<file path="config.mk">
export PLATFORM = sky130hd
export DESIGN_NAME = bcd_to_bin_flat
export DESIGN_NICKNAME = d
export VERILOG_FILES = /design/src/rtl/bcd_to_bin_if.sv /design/src/rtl/bcd_to_bin.sv /design/src/flat_wrapper.sv
export SDC_FILE = /design/constraint.sdc
export NUM_CORES = 1
export LEC_CHECK = 0
export ABC_AREA = 1
export CORE_MARGIN = 2
export CORE_UTILIZATION = 35
export CTS_CLUSTER_SIZE = 8
export DETAILED_ROUTE_END_ITERATION = 12
export SLEW_MARGIN = 20
export SYNTH_ARGS = -nofsm -noshare
export SYNTH_HDL_FRONTEND = slang
export SYNTH_SLANG_ARGS = --single-unit
export TNS_END_PERCENT = 100
</file>
<file path="constraint.sdc">
create_clock -name sys_clk -period 4 [get_ports sys_clk]
set_clock_uncertainty 0.15 [all_clocks]
set_input_delay 0.8 -clock sys_clk [delete_from_list [all_inputs] [get_ports sys_clk]]
set_output_delay 0.8 -clock sys_clk [all_outputs]
set_load 0.1 [all_outputs]
</file>
<file path="src/rtl/bcd_to_bin_if.sv">
// Request/result bundle for the BCD-to-binary converter.
// The master side issues digit-entry requests; the slave side returns binary results.
interface bcd_to_bin_if #(
    parameter int DIGITS = 6,
    parameter int BIN_W  = 20
);
    logic [4*DIGITS-1:0] bcd_in;
    logic                in_valid;
    logic                in_ready;
    logic [BIN_W-1:0]    data;
    logic                out_valid;
    logic                err;

    modport master (
        output bcd_in,
        output in_valid,
        input  in_ready,
        input  data,
        input  out_valid,
        input  err
    );

    modport slave (
        input  bcd_in,
        input  in_valid,
        output in_ready,
        output data,
        output out_valid,
        output err
    );
endinterface

</file>
<file path="src/rtl/bcd_to_bin.sv">
// Sequential 6-digit packed-BCD to 20-bit binary converter (reverse double-dabble).
// Define BCD_DIGIT_CHECK_EN to flag digits above 9 via err and force the result to zero.
module bcd_to_bin #(
    parameter int DIGITS = 6,
    parameter int BIN_W  = 20,
    parameter int CNT_W  = 5
) (
    input  logic         sys_clk,
    input  logic         sys_rst_n,
    bcd_to_bin_if.slave  bus
);

    localparam int WORK_W = 4*DIGITS + BIN_W;

    localparam logic [0:0] ST_IDLE = 1'b0;
    localparam logic [0:0] ST_CONV = 1'b1;

    logic [0:0]        r_state;
    logic [WORK_W-1:0] r_work;
    logic [CNT_W-1:0]  r_cnt;
    logic [BIN_W-1:0]  r_data;
    logic              r_out_valid;
    logic              r_err;
    logic              r_err_q;

    logic [WORK_W-1:0] w_shift;
    logic [WORK_W-1:0] w_next;
    logic              w_digit_bad;
    logic              w_last;

    // One iteration: shift the whole work register right, then correct any BCD nibble that went >= 8.
    always_comb begin
        w_shift = r_work >> 1;
        w_next  = w_shift;
        for (int i = 0; i < DIGITS; i++) begin
            if (w_shift[BIN_W + 4*i +: 4] >= 4'd8) begin
                w_next[BIN_W + 4*i +: 4] = w_shift[BIN_W + 4*i +: 4] - 4'd3;
            end
        end
    end

`ifdef BCD_DIGIT_CHECK_EN
    always_comb begin
        w_digit_bad = 1'b0;
        for (int i = 0; i < DIGITS; i++) begin
            if (bus.bcd_in[4*i +: 4] > 4'd9) begin
                w_digit_bad = 1'b1;
            end
        end
    end
`else
    assign w_digit_bad = 1'b0;
`endif

    assign w_last = (r_cnt == CNT_W'(BIN_W - 1));

    always_ff @(posedge sys_clk) begin
        if (!sys_rst_n) begin
            r_state     <= ST_IDLE;
            r_work      <= '0;
            r_cnt       <= '0;
            r_data      <= '0;
            r_out_valid <= 1'b0;
            r_err       <= 1'b0;
            r_err_q     <= 1'b0;
        end else begin
            r_out_valid <= 1'b0;
            case (r_state)
                ST_IDLE: begin
                    if (bus.in_valid) begin
                        r_work  <= {bus.bcd_in, {BIN_W{1'b0}}};
                        r_cnt   <= '0;
                        r_err_q <= w_digit_bad;
                        r_state <= ST_CONV;
                    end
                end
                ST_CONV: begin
                    r_work <= w_next;
                    r_cnt  <= r_cnt + CNT_W'(1);
                    if (w_last) begin
                        // A flagged request still runs all iterations but reports a zero result.
                        r_data      <= r_err_q ? '0 : w_next[BIN_W-1:0];
                        r_err       <= r_err_q;
                        r_out_valid <= 1'b1;
                        r_state     <= ST_IDLE;
                    end
                end
                default: begin
                    r_state <= ST_IDLE;
                end
            endcase
        end
    end

    assign bus.in_ready  = (r_state == ST_IDLE);
    assign bus.data      = r_data;
    assign bus.out_valid = r_out_valid;
    assign bus.err       = r_err;

endmodule

</file>
<file path="src/flat_wrapper.sv">
// flat-port wrapper written by rule: the top's interface ports become plain ports
module bcd_to_bin_flat 
#(
    parameter int DIGITS = 6,
    parameter int BIN_W  = 20,
    parameter int CNT_W  = 5
)
  (sys_clk, sys_rst_n, bus_bcd_in, bus_in_valid, bus_in_ready, bus_data, bus_out_valid, bus_err);
  bcd_to_bin_if #(.DIGITS(DIGITS), .BIN_W(BIN_W)) bus_i ();
  input  logic sys_clk;
  input  logic sys_rst_n;
  input wire logic [$bits(bus_i.bcd_in)-1:0] bus_bcd_in;
  input wire logic [$bits(bus_i.in_valid)-1:0] bus_in_valid;
  output wire logic [$bits(bus_i.in_ready)-1:0] bus_in_ready;
  output wire logic [$bits(bus_i.data)-1:0] bus_data;
  output wire logic [$bits(bus_i.out_valid)-1:0] bus_out_valid;
  output wire logic [$bits(bus_i.err)-1:0] bus_err;
  assign bus_i.bcd_in = bus_bcd_in;
  assign bus_i.in_valid = bus_in_valid;
  assign bus_in_ready = bus_i.in_ready;
  assign bus_data = bus_i.data;
  assign bus_out_valid = bus_i.out_valid;
  assign bus_err = bus_i.err;
  bcd_to_bin #(.DIGITS(DIGITS), .BIN_W(BIN_W), .CNT_W(CNT_W)) u_core (.sys_clk(sys_clk), .sys_rst_n(sys_rst_n), .bus(bus_i));
endmodule
</file>
==> results.toml <==
[setup_path]
cp-endpoint = "bus_data[18]"
worstPathArrival_ns = 1.85
reg2reg_slack_ns = 1.52
critical_path_class = "flop to output pin"
r2r_cells = 7
max_stage_delay_ns = 1.14
rr_startpoint = "u_core.r_state"
critPathLaunch = "u_core.bus.data[18]"
crit_cells = 1
critPathRequiredTime_ns = 3.05
path_max_fanout = 2
crit_path_start_kind = "flop"
crit_chain = "clkdlybuf4s50_1"
cpMaxStageDelayCell = "clkdlybuf4s50_1"
critPathBufInv = 1
r2r_end = "u_core.bus.data[19]"
path_delay_family = "buffers and inverters"
critPathCaptureType = "output pin"

[cells_and_area]
diodes = 0
post-route-util_pct = 45.2
drive_gt1_share_pct = 5.60
nFillCells = 865
fin_nets = 551
synthToLayoutAreaGrowth_pct = 24.5

[floorplan]
dieArea_sq_mm = 0.00991
rows = 34
fp.dieW_um = 99.6
initial_core_util_pct = 36.3
fp.coreArea_sq_mm = 0.00881
die-height_um = 99.6
num_io_pins = 50

[sta]
fmax_mhz = 358
finalSetupViolations = 0
min_period_over_period_pct = 69.9
tns_ns = 0
finalMaxSlewViolations = 0
hold_violations = 0
tightest_slew_ns = 0.967
rsz0062_at_grt = "no"
fin_crit_ns = 2.80
slew_headroom_pct = 35.3

[logic_synthesis]
ys_warn_count = 0
syn-num-nets = 511
synth-seq-cells = 70
ys_types = 21
synth_area_per_cell_sq_um = 6.76
syn-cell-area_sq_mm = 0.00320
seq_area_frac_synth_pct = 43.9
synthCells = 473

[drt]
first_pass_iters = 4
vias = 2846
drt_iter0_markers = 136
drtAntennaViolNets = 0
vias_per_cell = 4.55
remaining_drc_errors = 0
detail_route.wl_per_cell_um = 11.1
wl_mm = 6.94

[power_and_ir_drop]
combPwrFrac_pct = 9.1
power.internal_mw = 1.21
powerDensity_mw_per_mm2 = 404
peakVddDrop_uv = 191
p_sw_mw = 0.399
netSwitchingFraction_pct = 24.8
power.share.clock_pct = 44.8
share_seq_of_total_power_pct = 46.1
p_leak_nw = 1.71

[worst_hold_path]
worstHoldPathType = "flop to flop"
hold_start = "u_core.r_work[1]"

[global_route]
use_met2_pct = 24.4
antenna_found_initial = 0
grtUsageMet3_pct = 4.43
grt.total_usage_pct = 15.1
grt_max_degree = 40
grtUsageMet1_pct = 19.2
grt_pass1_wl_mm = 12.0
grt_pass1_vias = 2642
busiest_layer = "met2"
grt.overflow.total = 0

[placement]
place_congestion = 0.749
dpl.hpwl_mm = 4.46
port_buffers = 48

[clocking]
htreeDepth = 3
cts_setup_buffers = 0
numCtsBuffers = 9
clock_latency_ns = 0.36
cts_tree = "built"
cts_sinks = 70
cts-resized-gates = 0
clkTransAtPathRegs_ns = 0.08
cts_hold_buf = 0
clockBufferDepth = 2
clock-root-buffer = "clkbuf_8"

[run]
max_cap_viol_count = 0

[outcome]
status = "finished, final reports clean"
cell families after synthesis:
family	count (synthesis)	share of synthesized area [%]
buf+inv	70	9.40
fa+ha+maj	11	4.31
simple gates	269	34.2
compound gates	52	8.14
other cells	1	0.117
flops	70	43.9
layout make-up:
cell class / instances / area, sq um / share of cell area [%]
Clock buffer: 10 / 138 / 3.46
Clock inverter: 6 / 116 / 2.93
Inverter: 45 / 169 / 4.25
Multi-Input combinational cell: 333 / 1490 / 37.6
Sequential cell: 70 / 1400 / 35.3
Tap cell: 108 / 135 / 3.40
Timing Repair Buffer: 54 / 523 / 13.1
cell usage after synthesis, drive strengths merged:
library cell | instances | area share [%]
nand2 | 190 | 22
dfxtp | 70 | 44
inv | 44 | 5.2
nand3 | 44 | 6.9
a21oi | 40 | 6.3
nor2 | 33 | 4.4
buf | 20 | 3.5
o21ai | 12 | 1.9
ha | 11 | 4.3
clkbuf | 5 | 0.59
and2 | 1 | 0.20
clkinv | 1 | 0.12
conb | 1 | 0.12
nand4 | 1 | 0.20
per-layer routing:
layer / up-vias / wire length [um]
li1: 1538 / -
met5: - / 0
met4: 0 / 100
met3: 7 / 269
met1: 1255 / 3430
met2: 46 / 3150
sequential cells by signal, indices dropped and copies added (netlist names):
signal	count
u_core.bus.data	20
u_core.bus.out_valid	1
u_core.r_cnt	5
u_core.r_state	1
u_core.r_work	43
worst min-delay path, cell delays in order (launching register included):
cell	delay, ns
dfxtp_1	0.31
nand2_1	0.06
nand2_1	0.04
metrics by stage:
stage / hold WS (ns) / power (mW) / worst slack (ns) / std cells / cell area (sq um)
floorplan: 0.269 / 0.851 / 2.09 / 473 / 3200
CTS: 0.303 / 1.63 / 1.16 / 626 / 3980
detailed placement: 0.291 / 0.904 / 1.30 / 610 / 3720
global route: 0.335 / 1.68 / 1.14 / 626 / 3980
finish: 0.302 / 1.61 / 1.20 / 626 / 3980
global placement: 0.286 / 0.901 / 1.35 / 610 / 3720
how the worst min path moves through the flow:
stage / end / cells past startpoint
after floorplan: u_core.bus.data[0] / 2
after global placement: u_core.bus.data[0] / 2
after detailed placement: u_core.bus.data[0] / 2
after CTS: u_core.bus.data[0] / 2
after global routing: u_core.bus.data[3] / 2
final: u_core.bus.data[0] / 2
power groups by stage:
stage / sequential, mW / combinational, mW / clock [mW]
final: 0.742 / 0.146 / 0.721
after global routing: 0.746 / 0.166 / 0.770
after CTS: 0.741 / 0.147 / 0.738
after detailed placement: 0.757 / 0.147 / 0
after global placement: 0.757 / 0.144 / 0
after floorplan: 0.746 / 0.105 / 0
cell usage in the layout, fill, tap and decap left out:
master | netlist | layout
nand2_1 | 188 | 188
inv_1 | 44 | 44
a21oi_1 | 40 | 40
bufinv_16 | 0 | 3
conb_1 | 1 | 1
clkinv_4 | 0 | 2
dfxtp_2 | 0 | 1
nor2_2 | 1 | 1
buf_4 | 4 | 7
nand3_1 | 44 | 44
o21ai_0 | 11 | 11
nor2_1 | 30 | 30
nand4_1 | 1 | 1
clkdlybuf4s50_1 | 0 | 47
nand2_2 | 2 | 2
and2_1 | 1 | 1
clkbuf_8 | 0 | 10
o21ai_1 | 1 | 1
inv_6 | 0 | 1
clkinv_1 | 1 | 1
dfxtp_1 | 70 | 69
nor2_4 | 2 | 2
ha_1 | 11 | 11
(Power assumes the default switching activity.)
